$ cat config.mk
export PLATFORM = sky130hd
export DESIGN_NAME = opendap_mem_ap_apb_flat
export DESIGN_NICKNAME = d
export VERILOG_FILES = /design/src/rtl/opendap_mem_ap_apb_if.sv /design/src/rtl/opendap_mem_ap_apb.sv /design/src/flat_wrapper.sv
export SDC_FILE = /design/constraint.sdc
export NUM_CORES = 1
export LEC_CHECK = 0
export CORE_MARGIN = 1.5
export CORE_UTILIZATION = 35
export DETAILED_ROUTE_END_ITERATION = 7
export PLACE_DENSITY = 0.69
export SLEW_MARGIN = 20
export SYNTH_ARGS = -nofsm -noshare
export SYNTH_HDL_FRONTEND = slang
export SYNTH_SLANG_ARGS = --single-unit
$ cat constraint.sdc
create_clock -name swclk -period 5.6 [get_ports swclk]
set_input_delay 1.12 -clock swclk [delete_from_list [all_inputs] [get_ports swclk]]
set_output_delay 1.12 -clock swclk [all_outputs]
set_load 0.02 [all_outputs]
$ cat src/rtl/opendap_mem_ap_apb_if.sv
// rtl/opendap_mem_ap_apb_if.sv - AP-side and APB-side bus interfaces of the MEM-AP
interface opendap_ap_if;
  logic [7:0]  ap_sel;
  logic [5:0]  ap_addr;
  logic [31:0] ap_wdata;
  logic        ap_wen;
  logic        ap_ren;
  logic        ap_abort;
  logic [31:0] ap_rdata;
  logic        ap_rdy;
  logic        ap_err;

  modport master (
    output ap_sel, ap_addr, ap_wdata, ap_wen, ap_ren, ap_abort,
    input  ap_rdata, ap_rdy, ap_err
  );
  modport slave (
    input  ap_sel, ap_addr, ap_wdata, ap_wen, ap_ren, ap_abort,
    output ap_rdata, ap_rdy, ap_err
  );
endinterface

interface opendap_apb_if;
  logic [31:0] apb_paddr;
  logic        apb_psel;
  logic        apb_penable;
  logic        apb_pwrite;
  logic [31:0] apb_pwdata;
  logic [31:0] apb_prdata;
  logic        apb_pready;
  logic        apb_pslverr;

  modport master (
    output apb_paddr, apb_psel, apb_penable, apb_pwrite, apb_pwdata,
    input  apb_prdata, apb_pready, apb_pslverr
  );
  modport slave (
    input  apb_paddr, apb_psel, apb_penable, apb_pwrite, apb_pwdata,
    output apb_prdata, apb_pready, apb_pslverr
  );
endinterface

$ cat src/rtl/opendap_mem_ap_apb.sv
// rtl/opendap_mem_ap_apb.sv - single MEM-AP turning AP register accesses into APB transfers
module opendap_mem_ap_apb #(
  parameter logic [7:0]  APSEL = 8'd0,
  parameter logic [31:0] IDR   = 32'h0477_0002,
  parameter logic [31:0] BASE  = 32'h0000_0003
) (
  input logic           swclk,
  input logic           rst_n,
  opendap_ap_if.slave   ap,
  opendap_apb_if.master apb
);

  typedef enum logic [1:0] {IDLE, SETUP, ACCESS} state_t;

  state_t      state;
  state_t      state_nxt;
  logic [1:0]  addr_inc;
  logic [31:0] tar;
  logic [31:0] rdata;
  logic        err;
  logic [31:0] paddr;
  logic [31:0] pwdata;
  logic        pwrite;
  logic        xfer_drw;
  logic [31:0] reg_rdata;

  logic strobe;
  logic sel_hit;
  logic is_drw;
  logic is_bd;
  logic start;
  logic done;

  // A strobe coinciding with abort, or arriving while busy, is dropped.
  assign strobe  = (state == IDLE) && (ap.ap_wen || ap.ap_ren) && !ap.ap_abort;
  assign sel_hit = (ap.ap_sel == APSEL);
  assign is_drw  = (ap.ap_addr == 6'h03);
  assign is_bd   = (ap.ap_addr[5:2] == 4'h1);
  assign start   = strobe && sel_hit && (is_drw || is_bd);
  assign done    = (state == ACCESS) && apb.apb_pready && !ap.ap_abort;

  always_comb begin
    reg_rdata = '0;
    case (ap.ap_addr)
      6'h00:   reg_rdata = {24'h0, 1'b0, 1'b1, addr_inc, 1'b0, 3'b010};
      6'h01:   reg_rdata = tar;
      6'h3E:   reg_rdata = BASE;
      6'h3F:   reg_rdata = IDR;
      default: reg_rdata = '0;
    endcase
  end

  always_ff @(posedge swclk or negedge rst_n) begin
    if (!rst_n) state <= IDLE;
    else        state <= state_nxt;
  end

  always_comb begin
    state_nxt = state;
    case (state)
      IDLE:    if (start) state_nxt = SETUP;
      SETUP:   state_nxt = ap.ap_abort ? IDLE : ACCESS;
      ACCESS:  if (ap.ap_abort || apb.apb_pready) state_nxt = IDLE;
      default: state_nxt = IDLE;
    endcase
  end

  always_ff @(posedge swclk or negedge rst_n) begin
    if (!rst_n) begin
      addr_inc <= 2'b00;
      tar      <= '0;
      rdata    <= '0;
      err      <= 1'b0;
      paddr    <= '0;
      pwdata   <= '0;
      pwrite   <= 1'b0;
      xfer_drw <= 1'b0;
    end else begin
      err <= done && apb.apb_pslverr;
      if (strobe && !start) begin
        if (sel_hit) begin
          if (ap.ap_wen) begin
            if (ap.ap_addr == 6'h00)
              addr_inc <= (ap.ap_wdata[5:4] == 2'b01) ? 2'b01 : 2'b00;
            if (ap.ap_addr == 6'h01)
              tar <= ap.ap_wdata;
          end
          if (ap.ap_ren) rdata <= reg_rdata;
        end else if (ap.ap_ren) begin
          rdata <= '0;
        end
      end
      if (start) begin
        paddr    <= is_drw ? {tar[31:2], 2'b00} : {tar[31:4], ap.ap_addr[1:0], 2'b00};
        pwrite   <= ap.ap_wen;
        pwdata   <= ap.ap_wdata;
        xfer_drw <= is_drw;
      end
      // Auto-increment walks only the word index inside the current 1 KB page.
      if (done) begin
        if (!pwrite) rdata <= apb.apb_prdata;
        if (!apb.apb_pslverr && xfer_drw && addr_inc == 2'b01)
          tar[9:2] <= tar[9:2] + 8'd1;
      end
    end
  end

  assign ap.ap_rdy      = (state == IDLE);
  assign ap.ap_err      = err;
  assign ap.ap_rdata    = rdata;
  assign apb.apb_psel    = (state != IDLE);
  assign apb.apb_penable = (state == ACCESS);
  assign apb.apb_paddr   = paddr;
  assign apb.apb_pwrite  = pwrite;
  assign apb.apb_pwdata  = pwdata;

endmodule

$ cat src/flat_wrapper.sv
// flat-port wrapper written by rule: the top's interface ports become plain ports
module opendap_mem_ap_apb_flat 
#(
  parameter logic [7:0]  APSEL = 8'd0,
  parameter logic [31:0] IDR   = 32'h0477_0002,
  parameter logic [31:0] BASE  = 32'h0000_0003
)
  (swclk, rst_n, ap_ap_sel, ap_ap_addr, ap_ap_wdata, ap_ap_wen, ap_ap_ren, ap_ap_abort, ap_ap_rdata, ap_ap_rdy, ap_ap_err, apb_apb_paddr, apb_apb_psel, apb_apb_penable, apb_apb_pwrite, apb_apb_pwdata, apb_apb_prdata, apb_apb_pready, apb_apb_pslverr);
  opendap_ap_if ap_i ();
  opendap_apb_if apb_i ();
  input logic swclk;
  input logic rst_n;
  input wire logic [$bits(ap_i.ap_sel)-1:0] ap_ap_sel;
  input wire logic [$bits(ap_i.ap_addr)-1:0] ap_ap_addr;
  input wire logic [$bits(ap_i.ap_wdata)-1:0] ap_ap_wdata;
  input wire logic [$bits(ap_i.ap_wen)-1:0] ap_ap_wen;
  input wire logic [$bits(ap_i.ap_ren)-1:0] ap_ap_ren;
  input wire logic [$bits(ap_i.ap_abort)-1:0] ap_ap_abort;
  output wire logic [$bits(ap_i.ap_rdata)-1:0] ap_ap_rdata;
  output wire logic [$bits(ap_i.ap_rdy)-1:0] ap_ap_rdy;
  output wire logic [$bits(ap_i.ap_err)-1:0] ap_ap_err;
  output wire logic [$bits(apb_i.apb_paddr)-1:0] apb_apb_paddr;
  output wire logic [$bits(apb_i.apb_psel)-1:0] apb_apb_psel;
  output wire logic [$bits(apb_i.apb_penable)-1:0] apb_apb_penable;
  output wire logic [$bits(apb_i.apb_pwrite)-1:0] apb_apb_pwrite;
  output wire logic [$bits(apb_i.apb_pwdata)-1:0] apb_apb_pwdata;
  input wire logic [$bits(apb_i.apb_prdata)-1:0] apb_apb_prdata;
  input wire logic [$bits(apb_i.apb_pready)-1:0] apb_apb_pready;
  input wire logic [$bits(apb_i.apb_pslverr)-1:0] apb_apb_pslverr;
  assign ap_i.ap_sel = ap_ap_sel;
  assign ap_i.ap_addr = ap_ap_addr;
  assign ap_i.ap_wdata = ap_ap_wdata;
  assign ap_i.ap_wen = ap_ap_wen;
  assign ap_i.ap_ren = ap_ap_ren;
  assign ap_i.ap_abort = ap_ap_abort;
  assign ap_ap_rdata = ap_i.ap_rdata;
  assign ap_ap_rdy = ap_i.ap_rdy;
  assign ap_ap_err = ap_i.ap_err;
  assign apb_apb_paddr = apb_i.apb_paddr;
  assign apb_apb_psel = apb_i.apb_psel;
  assign apb_apb_penable = apb_i.apb_penable;
  assign apb_apb_pwrite = apb_i.apb_pwrite;
  assign apb_apb_pwdata = apb_i.apb_pwdata;
  assign apb_i.apb_prdata = apb_apb_prdata;
  assign apb_i.apb_pready = apb_apb_pready;
  assign apb_i.apb_pslverr = apb_apb_pslverr;
  opendap_mem_ap_apb #(.APSEL(APSEL), .IDR(IDR), .BASE(BASE)) u_core (.swclk(swclk), .rst_n(rst_n), .ap(ap_i), .apb(apb_i));
endmodule
# Word-level counts from Yosys, hierarchy flattened
# Index checks and enable logic that the tools add are counted.
dict set report word_totals {
  ff_bits 135
  wordCells 64
}
dict set report classes {
  add_sub_neg 1
  n_reduce_logical 23
  n_eq_ne 11
  muxes 19
}
# cell n
set op_table {}
lappend op_table {{two-way mux 32 bit} 6}
lappend op_table {{one-hot mux 32 bit (4 select lines)} 1}
lappend op_table {{two-way mux 10 bit} 4}
lappend op_table {{two-way mux 8 bit} 2}
lappend op_table {{equality test 6 bit (second input constant)} 2}
lappend op_table {{logical AND 1 bit} 10}
lappend op_table {{adder 8 x 1 -> 8 bit (second input constant)} 1}
lappend op_table {{zero test 8 bit} 1}
lappend op_table {{AND reduction 4 bit} 2}
lappend op_table {{equality test 2 x 1 -> 1 bit (second input constant)} 3}
lappend op_table {{equality test 6 x 1 -> 1 bit (second input constant)} 1}
lappend op_table {{equality test 6 x 2 -> 1 bit (second input constant)} 1}
lappend op_table {{zero test 6 bit} 1}
lappend op_table {{two-way mux 2 bit} 3}
lappend op_table {{one-hot mux 2 bit (3 select lines)} 1}
lappend op_table {{equality test 4 x 1 -> 1 bit (second input constant)} 1}
lappend op_table {{two-way mux 4 bit} 1}
lappend op_table {{inequality test 2 x 1 -> 1 bit (second input constant)} 2}
lappend op_table {{zero test 1 bit} 3}
lappend op_table {{logical OR 1 bit} 3}
lappend op_table {{equality test 2 bit (second input constant)} 1}
lappend op_table {{zero test 2 bit} 1}
lappend op_table {{AND reduction 2 bit} 1}
lappend op_table {{nonzero test 2 bit} 1}
lappend op_table {{two-way mux 1 bit} 1}

# Logic depth before layout (Yosys ltp)
# Gate-level depths: netlist of run 1.
dict set report logic_depth {
  ltp_word 10
  mapped_depth 7
}

# Worst setup path before layout of run 1
# No wires, ideal clock.
dict set report synth_timing {
  kind {in2reg}
  start {input ap_ap_sel[1]}
  end {register u_core.paddr[10], in the netlist u_core.apb.apb_paddr[10]}
  slack_ps 3061
  path_stages 6
  setup_time_ps 125
  n_path_buf 2
  arrival_time_ps 2414
  path_cell_list {nor4_4 and3_4 o211ai_1 buf_4 buf_6 mux2_4}
}
dict set report synth_via {
  elab_chain_len 3
}
# element line
set synth_lines {}
lappend synth_lines {{start: declaration} flat_wrapper.sv:13} ;# input wire logic [$bits(ap_i.ap_sel)-1:0] ap_ap_sel;
lappend synth_lines {{zero test 8 bit} opendap_mem_ap_apb.sv:36} ;# assign sel_hit = (ap.ap_sel == APSEL);
lappend synth_lines {{logical AND 1 bit (2 in series)} opendap_mem_ap_apb.sv:39} ;# assign start = strobe && sel_hit && (is_drw || is_bd);
lappend synth_lines {{end signal: assignment} opendap_mem_ap_apb.sv:94} ;# paddr <= is_drw ? {tar[31:2], 2'b00} : {tar[31:4], ap.ap_addr[1:0], 2'b00};
lappend synth_lines {{end: declaration} opendap_mem_ap_apb.sv:21} ;# logic [31:0] paddr;
# No other way between the ends.
# A chain may end at the register's enable or synchronous reset.

# Final worst setup path of run 1
dict set report layout_timing {
  start {input ap_ap_addr[5]}
  end {register u_core.tar[9]}
}
dict set report layout_via {
  elab_chain_len 8
  elab_cells_between_ends 13
}
# element line
set layout_lines {}
lappend layout_lines {{start: declaration} flat_wrapper.sv:14} ;# input wire logic [$bits(ap_i.ap_addr)-1:0] ap_ap_addr;
lappend layout_lines {{branches (longest 5 deep; another with two-way mux 10 bit)} --}
lappend layout_lines {{two-way mux 10 bit (*)} opendap_mem_ap_apb.sv:80} ;# if (strobe && !start) begin
lappend layout_lines {{two-way mux 8 bit} opendap_mem_ap_apb.sv:102} ;# if (!apb.apb_pslverr && xfer_drw && addr_inc == 2'b01)
lappend layout_lines {{two-way mux 8 bit (*)} opendap_mem_ap_apb.sv:100} ;# if (done) begin
lappend layout_lines {{end signal: assignment} opendap_mem_ap_apb.sv:86} ;# tar <= ap.ap_wdata;
lappend layout_lines {{end signal: assignment} opendap_mem_ap_apb.sv:103} ;# tar[9:2] <= tar[9:2] + 8'd1;
lappend layout_lines {{end: declaration} opendap_mem_ap_apb.sv:18} ;# logic [31:0] tar;
# Mark *: on every way between the ends.

==> results.py, run 1 <==
metrics = {
    "timing": {
        "min_period_ns": 3.41,
        "slew_headroom": 0.339,
        "clock_skew_ns": 0.00565,
        "finalCritPeriodShare": 0.609,
        "hold_viol_final": 0,
        "worst_slack_ns": 2.19,
        "fin_tns_setup_ns": 0,
        "drv_slew": 0,
        "worst_slew_pin_slew_ns": 0.981,
        "max_freq_mhz": 293,
        "setup_viol": 0,
        "rsz0062_at_grt": "false",
    },
    "die": {
        "die-height_um": 133,
        "rows": 47,
        "ios": 186,
        "core_area_um2": 16600,
        "initial_core_util": 0.359,
        "die_w_um": 133,
        "die_area_um2": 17800,
    },
    "run": {
        "drv_cap": 0,
    },
    "status": {
        "status": "finished, final reports clean",
    },
    "global_route": {
        "grtUsageTotal": 0.186,
        "grt_overflow": 0,
        "grt_max_degree": 73,
        "grt_pass1_wl_um": 25400,
        "grt_pass1_vias": 4601,
        "antenna_found_initial": 0,
    },
    "cts": {
        "ctsResizeCount": 0,
        "hold_buffers": 0,
        "ctsHtreeMaxLevel": 4,
        "cts_sinks": 132,
        "cts_buffer_depth": 2,
        "postCtsSetupBuffers": 0,
        "clock_latency_ns": 0.41,
        "cts_tree": "done",
        "cts_buffers": 17,
        "root_buffer": "clkbuf_16",
        "path_clk_slew_ns": 0.06,
    },
    "yosys": {
        "yosys_warnings": 0,
        "yosysSeqAreaShare": 0.554,
        "synth_flop_cell": "dfrtp_1",
        "synth.avg_cell_area_um2": 14.1,
        "synth.cell_area_um2": 5960,
        "netlist.area_leader.share": 0.554,
        "yosysUniqueCellTypes": 53,
        "ys_ff_latch": 132,
        "yosysTopAreaCell": "dfrtp_1",
        "synthArstFlopShare": 1.00,
        "synth_edf_count": 0,
        "synth_area_leaders": "dfrtp_1 55%, mux2_4 13%, mux2_2 7.0%, a221o_1 5.0%, and2_1 2.2%",
        "syn_inst": 423,
    },
    "worst_setup_path": {
        "worstSetupStartpoint": "ap_ap_addr[5]",
        "crit_path_max_fanout": 27,
        "ff2ff_path_depth": 4,
        "r2r-start": "u_core.state[0]",
        "reg2reg_setup_slack_ns": 3.42,
        "endpoint": "u_core.tar[9]",
        "startpoint_type": "input port",
        "path_class": "input port to flop",
        "critPathCaptureType": "flop",
        "rr_endpoint": "u_core.ap.ap_rdata[30]",
        "cp.arrival_ns": 3.71,
        "cp.required_ns": 5.90,
    },
    "power_and_ir_drop": {
        "p_leak_nw": 4.08,
        "power_density_nw_per_um2": 257,
        "peakVddDrop_mv": 0.192,
    },
    "routing": {
        "drc": 0,
        "ant_nets": 0,
        "wl_um": 15800,
        "vias_per_cell": 5.08,
        "vias": 4236,
        "dr.pass1.iters": 4,
        "drt-initial-drc-count": 279,
        "wl_per_cell_um": 19.0,
    },
    "cells_and_area": {
        "num-fill-cells": 1440,
        "mostFrequentLayoutCells": "182 x clkdlybuf4s50_1, 132 x dfrtp_1, 50 x mux2_4",
        "area_growth_pct": 42.8,
        "final_common_cell": "clkdlybuf4s50_1",
        "nets": 688,
        "n_antenna_cell": 0,
        "layout-drive-gt1-share": 0.223,
    },
    "min_path": {
        "min_path_type": "flop to flop",
    },
    "place": {
        "post-place-ws_ns": 1.77,
        "port_buffers": 183,
        "gp_congestion": 0.790,
        "dpl.hpwl_um": 11000,
    },
}
==> Yosys cell counts, drive strengths merged, types with 2 or more instances <==
cell and count:
a221o 30, clkbuf 10, buf 18, nor4 5, a21o 7, nand3 6
nor2b 2, nor3 10, a311oi 2, a21oi 8, a211oi 5, o21a 2
nor2 12, o31ai 2, o41ai 2, dfrtp 132, mux2i 2, nand4 3
and4 3, and2 22, and3 11, a211o 3, o21ai 3, mux2 87
inv 8, a31o 2, or2 3, nand2 6, or4 2
==> layer usage <==
| metal | wire length, µm | GRT usage |
|---|---|---|
| met4 | 167 | 0.0592 |
| met1 | 6870 | 0.234 |
| met5 | 0 | 0 |
| met2 | 7560 | 0.296 |
| met3 | 1220 | 0.0734 |
==> flip-flops by register name, indices dropped and copies added, names as in the netlist <==
register / count
u_core.apb.apb_pwrite: 1
u_core.tar: 32
u_core.state: 2
u_core.ap.ap_err: 1
u_core.xfer_drw: 1
u_core.apb.apb_paddr: 30
u_core.addr_inc: 1
u_core.apb.apb_pwdata: 32
u_core.ap.ap_rdata: 32
==> worst max-delay path, stage by stage <==
cell             delay [ns]
clkdlybuf4s50_1        0.47
nor4_4                 0.40
and3_1                 0.70
nand3_4                0.53
o221a_2                0.46
==> area by class of cell <==
class / instances / area, µm² / share of cell area
Inverter: 8 / 30.0 / 0.00353
Sequential cell: 132 / 3300 / 0.388
Tap cell: 220 / 275 / 0.0323
Clock buffer: 22 / 464 / 0.0546
Timing Repair Buffer: 187 / 1860 / 0.219
Multi-Input combinational cell: 256 / 2440 / 0.287
Clock inverter: 9 / 129 / 0.0151
==> stage by stage <==
step           power [mW]  instance area (µm²)  hold slack (ns)  instances  utilization
6_report             2.19                 8510            0.490        834        0.513
3_3_place_gp         1.09                 7910            0.469        803        0.477
4_1_cts              2.21                 8500            0.487        834        0.513
3_5_place_dp         1.09                 7910            0.477        803        0.477
5_1_grt              2.27                 8510            0.503        834        0.513
2_1_floorplan       0.993                 5960            0.453        424            -
==> worst min-delay path by stage <==
stage	from	endpoint	slack (ns)	cells after the start
floorplan	u_core.tar[1]	u_core.ap.ap_rdata[1]	0.45	1
global placement	u_core.tar[1]	u_core.ap.ap_rdata[1]	0.47	1
detailed placement	u_core.tar[1]	u_core.ap.ap_rdata[1]	0.48	1
CTS	u_core.tar[1]	u_core.ap.ap_rdata[1]	0.49	1
global route	u_core.tar[1]	u_core.ap.ap_rdata[1]	0.50	1
finish	u_core.tar[1]	u_core.ap.ap_rdata[1]	0.49	1
==> report_power, final <==
group | internal [mW] | total (mW) | switching (mW)
Sequential | 0.956 | 0.957 | 0.000925
Combinational | 0.0611 | 0.113 | 0.0516
Clock | 0.719 | 1.12 | 0.400
Total | 1.74 | 2.19 | 0.453
==> logic make-up after synthesis <==
logic type	Yosys count	synth area share
multiplexers	89	0.199
AND/OR/NAND/NOR	90	0.0989
adder cells (fa/ha/maj)	1	0.00210
buffers and inverters	36	0.0376
XOR/XNOR	1	0.00147
flip-flops	132	0.554
AO/OA/AOI/OAI	73	0.106
other	1	0.000629
No activity file was read; power rests on OpenSTA's default activity.
==> run 2, diff against run 1 <==
--- a/config.mk
+++ b/config.mk
@@ -8,7 +8,7 @@
 export CORE_MARGIN = 1.5
 export CORE_UTILIZATION = 35
 export DETAILED_ROUTE_END_ITERATION = 7
-export PLACE_DENSITY = 0.69
+export PLACE_DENSITY = 0.71
 export SLEW_MARGIN = 20
 export SYNTH_ARGS = -nofsm -noshare
 export SYNTH_HDL_FRONTEND = slang
==> constraint.sdc (replaced) <==
create_clock -name swclk -period 3.1 [get_ports swclk]
set_input_delay 0.62 -clock swclk [delete_from_list [all_inputs] [get_ports swclk]]
set_output_delay 0.62 -clock swclk [all_outputs]
set_load 0.02 [all_outputs]
==> results.py, run 2 (synthesis gave the netlist of run 1 again) <==
metrics = {
    "status": {
        "status": "finished, final reports clean",
    },
    "power_and_ir_drop": {
        "p_leak_nw": 4.13,
        "clock_power_share": 0.506,
        "p_int_mw": 3.06,
        "switching_share": 0.219,
        "p_sw_uw": 860,
        "p_seq_frac": 0.441,
        "power_density_nw_per_um2": 457,
        "power_frac_comb": 0.054,
        "total_power_mw": 3.92,
        "peakVddDrop_mv": 0.492,
    },
    "global_route": {
        "grt_pass1_vias": 4695,
        "grt_max_degree": 62,
        "grt_overflow": 0,
        "antenna_found_initial": 1,
        "grtUsageTotal": 0.188,
        "grt_pass1_wl_um": 25700,
    },
    "routing": {
        "routed.top_layer": "met4",
        "wl_um": 16200,
        "wl_per_cell_um": 19.2,
        "routed-wl-met3_um": 1370,
        "vias_per_cell": 5.17,
        "drc": 0,
        "wl_met1_um": 6700,
        "ant_nets": 0,
        "dr_wl_met2_um": 7860,
        "vias": 4364,
        "drt-initial-drc-count": 283,
        "dr.pass1.iters": 4,
    },
    "die": {
        "die-height_um": 133,
        "rows": 47,
        "core_area_um2": 16600,
        "ios": 186,
        "die_w_um": 133,
        "initial_core_util": 0.359,
        "die_area_um2": 17800,
    },
    "place": {
        "gp_congestion": 0.846,
        "dpl.hpwl_um": 11300,
        "port_buffers": 183,
    },
    "timing": {
        "fin_tns_setup_ns": 0,
        "drv_slew": 0,
        "slew_headroom": 0.526,
        "finalCritPeriodShare": 0.772,
        "min_period_ns": 2.39,
        "hold_slack_ns": 0.124,
        "hold_viol_final": 0,
        "max_freq_mhz": 418,
        "rsz0062_at_grt": "false",
        "worst_slew_pin_slew_ns": 0.709,
        "clock_skew_ns": 0.00988,
        "setup_viol": 0,
    },
    "run": {
        "drv_cap": 0,
    },
    "cells_and_area": {
        "area_growth_pct": 44.2,
        "nets": 697,
        "final_common_cell": "clkdlybuf4s50_1",
        "final_core_util": 0.518,
        "mostFrequentLayoutCells": "182 x clkdlybuf4s50_1, 132 x dfrtp_1, 50 x mux2_4",
        "n_antenna_cell": 0,
        "layout-drive-gt1-share": 0.240,
    },
    "worst_setup_path": {
        "path_class": "input port to flop",
        "slowest_delay_ns": 0.47,
        "path_cells": "clkdlybuf4s50_1 > nor4_4 > and3_4 > o211ai_1 > buf_4 > mux2_4",
        "critPathCaptureType": "flop",
        "timing.critical_path.slowest_stage_cell": "clkdlybuf4s50_1",
        "startpoint_type": "input port",
        "crit_path_max_fanout": 33,
        "cp.buffers_inverters": 2,
        "cp.arrival_ns": 2.68,
        "cp.required_ns": 3.39,
        "cpLargestDelayFamily": "buffers and inverters",
    },
    "cts": {
        "ctsHtreeMaxLevel": 4,
        "cts_tree": "done",
        "cts_buffers": 17,
        "cts_sinks": 132,
        "hold_buffers": 0,
        "clock_latency_ns": 0.42,
        "root_buffer": "clkbuf_16",
        "ctsResizeCount": 0,
        "postCtsSetupBuffers": 0,
        "cts_buffer_depth": 2,
        "path_clk_slew_ns": 0.06,
    },
    "min_path": {
        "min_path_type": "input port to async pin",
    },
}
run 2: cell types whose count changed in the layout (fill, tap and decap cells not counted), sizes merged:
cell | previous run | this run
buf | 5 | 14
bufinv | 3 | 2
clkbuf | 22 | 19
clkinv | 4 | 5
clkinvlp | 2 | 6
run 2: worst reg2reg max path: cells and delay by family, from the launching register on:
kind	cells	cell delay (ns)
AND/OR/NAND/NOR	1	0.43
flip-flops	1	0.43
AO/OA/AOI/OAI	3	1.24
run 2: final cells by class:
type,instances,area [µm²]
multi-input cells,256,2440
well taps,220,275
repair buffers,196,1960
fillers,1391,7990
clock inverters,13,134
clock buffers,19,453
flip-flops and latches,132,3300
inverters,8,30.0
run 2: power by group through the flow:
stage | Combinational [mW] | Clock [mW] | Sequential [mW]
2_1_floorplan | 0.0335 | 0 | 1.76
3_3_place_gp | 0.210 | 0 | 1.76
3_5_place_dp | 0.212 | 0 | 1.76
4_1_cts | 0.214 | 2.02 | 1.73
5_1_grt | 0.229 | 2.09 | 1.73
6_report | 0.210 | 1.98 | 1.73
run 2: per-stage QoR:
stage	instance area (µm²)	instances	worst slack, ns
final	8590	844	0.708
after global routing	8590	844	0.585
after CTS	8590	844	0.722
after detailed placement	8000	812	0.283
after global placement	8000	812	0.385
after floorplan	5960	424	1.06
run 2: worst paths after layout:
path / from / to / cells after the start / slack [ns]
min reg2reg: u_core.apb.apb_pwdata[0] / u_core.apb.apb_pwdata[0] / 1 / 0.50
max: ap_ap_sel[5] / u_core.apb.apb_paddr[12] / 6 / 0.71
min in group swclk: u_core.apb.apb_pwdata[0] / u_core.apb.apb_pwdata[0] / 1 / 0.50
max in group asynchronous: rst_n / u_core.apb.apb_pwdata[25] / 2 / 2.24
min: rst_n / u_core.apb.apb_paddr[7] / 1 / 0.12
max reg2reg: u_core.state[0] / u_core.ap.ap_rdata[20] / 4 / 0.93
run 2: per-layer routing:
metal,vias to the layer above,global-route usage
li1,1948,-
met3,25,0.0715
met2,186,0.304
met4,0,0.0676
met5,-,0
met1,2205,0.229
==> run 3, diff against run 2 <==
--- a/config.mk
+++ b/config.mk
@@ -8,7 +8,7 @@
 export CORE_MARGIN = 1.5
 export CORE_UTILIZATION = 35
 export DETAILED_ROUTE_END_ITERATION = 7
-export PLACE_DENSITY = 0.71
+export PLACE_DENSITY = 0.69
 export SLEW_MARGIN = 20
 export SYNTH_ARGS = -nofsm -noshare
 export SYNTH_HDL_FRONTEND = slang
==> constraint.sdc (replaced) <==
create_clock -name swclk -period 2.3 [get_ports swclk]
set_input_delay 0.46 -clock swclk [delete_from_list [all_inputs] [get_ports swclk]]
set_output_delay 0.46 -clock swclk [all_outputs]
set_load 0.02 [all_outputs]
==> results.py, run 3 (synthesis gave the netlist of run 1 again) <==
metrics = {
    "status": {
        "status": "finished, final reports clean",
    },
    "global_route": {
        "grt_max_degree": 53,
        "use_met2": 0.302,
        "use_met1": 0.235,
        "grt_pass1_wl_um": 25900,
        "grtUsageMet3": 0.0674,
        "grt_overflow": 0,
        "antenna_found_initial": 0,
        "grt_pass1_vias": 4774,
        "grtUsageTotal": 0.189,
        "busiest_layer": "met2",
    },
    "cts": {
        "root_buffer": "clkbuf_16",
        "cts_sinks": 132,
        "cts_tree": "done",
        "clock_latency_ns": 0.42,
        "ctsResizeCount": 0,
        "ctsHtreeMaxLevel": 4,
        "path_clk_slew_ns": 0.06,
        "cts_buffer_depth": 2,
        "cts_buffers": 17,
    },
    "routing": {
        "drt-initial-drc-count": 255,
        "wl_per_cell_um": 18.5,
        "dr.pass1.iters": 4,
        "vias_per_cell": 5.06,
        "wl_um": 16100,
        "ant_nets": 0,
        "drc": 0,
        "vias": 4399,
    },
    "die": {
        "initial_core_util": 0.359,
        "ios": 186,
        "rows": 47,
        "die_area_um2": 17800,
        "die-height_um": 133,
        "die_w_um": 133,
        "core_area_um2": 16600,
    },
    "worst_setup_path": {
        "path_class": "flop to primary output",
        "crit_path_max_fanout": 6,
        "slowest_delay_ns": 0.64,
        "reg2reg_setup_slack_ns": 0.34,
        "ff2ff_path_depth": 6,
        "critPathCaptureType": "primary output",
        "cp.required_ns": 1.84,
        "cp.arrival_ns": 1.67,
        "startpoint_type": "flop",
        "timing.critical_path.slowest_stage_cell": "clkdlybuf4s50_1",
        "path_cells": "nor2b_1 > clkdlybuf4s50_1",
    },
    "power_and_ir_drop": {
        "peakVddDrop_mv": 0.513,
        "clock_power_share": 0.492,
        "total_power_mw": 5.19,
        "p_sw_mw": 1.15,
        "p_int_mw": 4.04,
        "p_seq_frac": 0.448,
        "p_leak_nw": 4.27,
        "power_frac_comb": 0.060,
        "power_density_nw_per_um2": 588,
        "switching_share": 0.222,
    },
    "timing": {
        "clock_skew_ns": 0.00839,
        "rsz0062_at_grt": "false",
        "min_period_ns": 2.13,
        "max_freq_mhz": 470,
        "finalCritPeriodShare": 0.926,
        "drv_slew": 0,
        "setup_viol": 0,
        "hold_viol_final": 0,
    },
    "cells_and_area": {
        "layout-drive-gt1-share": 0.267,
        "stdcell_count": 869,
        "final_common_cell": "clkdlybuf4s50_1",
        "n_antenna_cell": 0,
        "nets": 722,
        "num-fill-cells": 1405,
        "mostFrequentLayoutCells": "182 x clkdlybuf4s50_1, 132 x dfrtp_1, 50 x mux2_4",
        "area_growth_pct": 48.2,
        "final_core_util": 0.533,
    },
    "place": {
        "place_inst": 836,
        "gp_congestion": 0.819,
        "dpl.hpwl_um": 11600,
        "port_buffers": 183,
    },
    "run": {
        "drv_cap": 0,
    },
    "min_path": {
        "min_path_type": "flop to flop",
        "whs_path_depth": 1,
    },
}
-- run 3: final timing paths --
path,from,to
max in group asynchronous,rst_n,u_core.tar[27]
max,u_core.state[1],apb_apb_penable
min in group asynchronous,rst_n,u_core.apb.apb_paddr[10]
min,u_core.apb.apb_pwdata[22],u_core.apb.apb_pwdata[22]
min reg2reg,u_core.apb.apb_pwdata[22],u_core.apb.apb_pwdata[22]
max reg2reg,u_core.state[0],u_core.ap.ap_rdata[15]
-- run 3: what timing repair did --
item,4_1_cts,5_1_grt
hold endpoints to repair,10,0
buffers inserted,0,0
hold buffers,1,0
-- run 3: metal layers --
layer	part of all wire	up-vias
met5	0	-
met4	0.021	0
met3	0.080	30
met2	0.47	185
met1	0.43	2177
li1	-	2007
-- run 3: layout make-up --
| class | instances | area, µm² | area share |
|---|---|---|---|
| clock inverters | 12 | 106 | 0.0120 |
| clock buffers | 20 | 457 | 0.0517 |
| flip-flops and latches | 132 | 3300 | 0.374 |
| multi-input cells | 256 | 2440 | 0.276 |
| well taps | 220 | 275 | 0.0312 |
| repair buffers | 221 | 2220 | 0.251 |
| inverters | 8 | 30.0 | 0.00340 |
-- run 3: stage by stage --
stage	TNS (ns)	instance area (µm²)	setup WS (ns)	hold WS, ns
CTS	0	8830	0.155	0.510
detailed placement	-16.77	8260	-0.238	0.444
floorplan	0	5960	0.421	0.164
global placement	-12.80	8260	-0.206	0.439
finish	0	8830	0.171	0.508
global route	0	8830	0.0864	0.526
-- run 3: power by group through the flow --
stage,Combinational (mW),Clock [mW],Sequential [mW]
2_1_floorplan,0.0451,0,2.37
3_3_place_gp,0.307,0,2.37
3_5_place_dp,0.311,0,2.37
4_1_cts,0.314,2.61,2.33
5_1_grt,0.334,2.73,2.33
6_report,0.309,2.56,2.33
-- run 3: critical path, delay by kind of cell (launching register included) --
family                 cells  cell delay, ns
AND/OR/NAND/NOR            1            0.19
flip-flops                 1            0.43
buffers and inverters      1            0.64
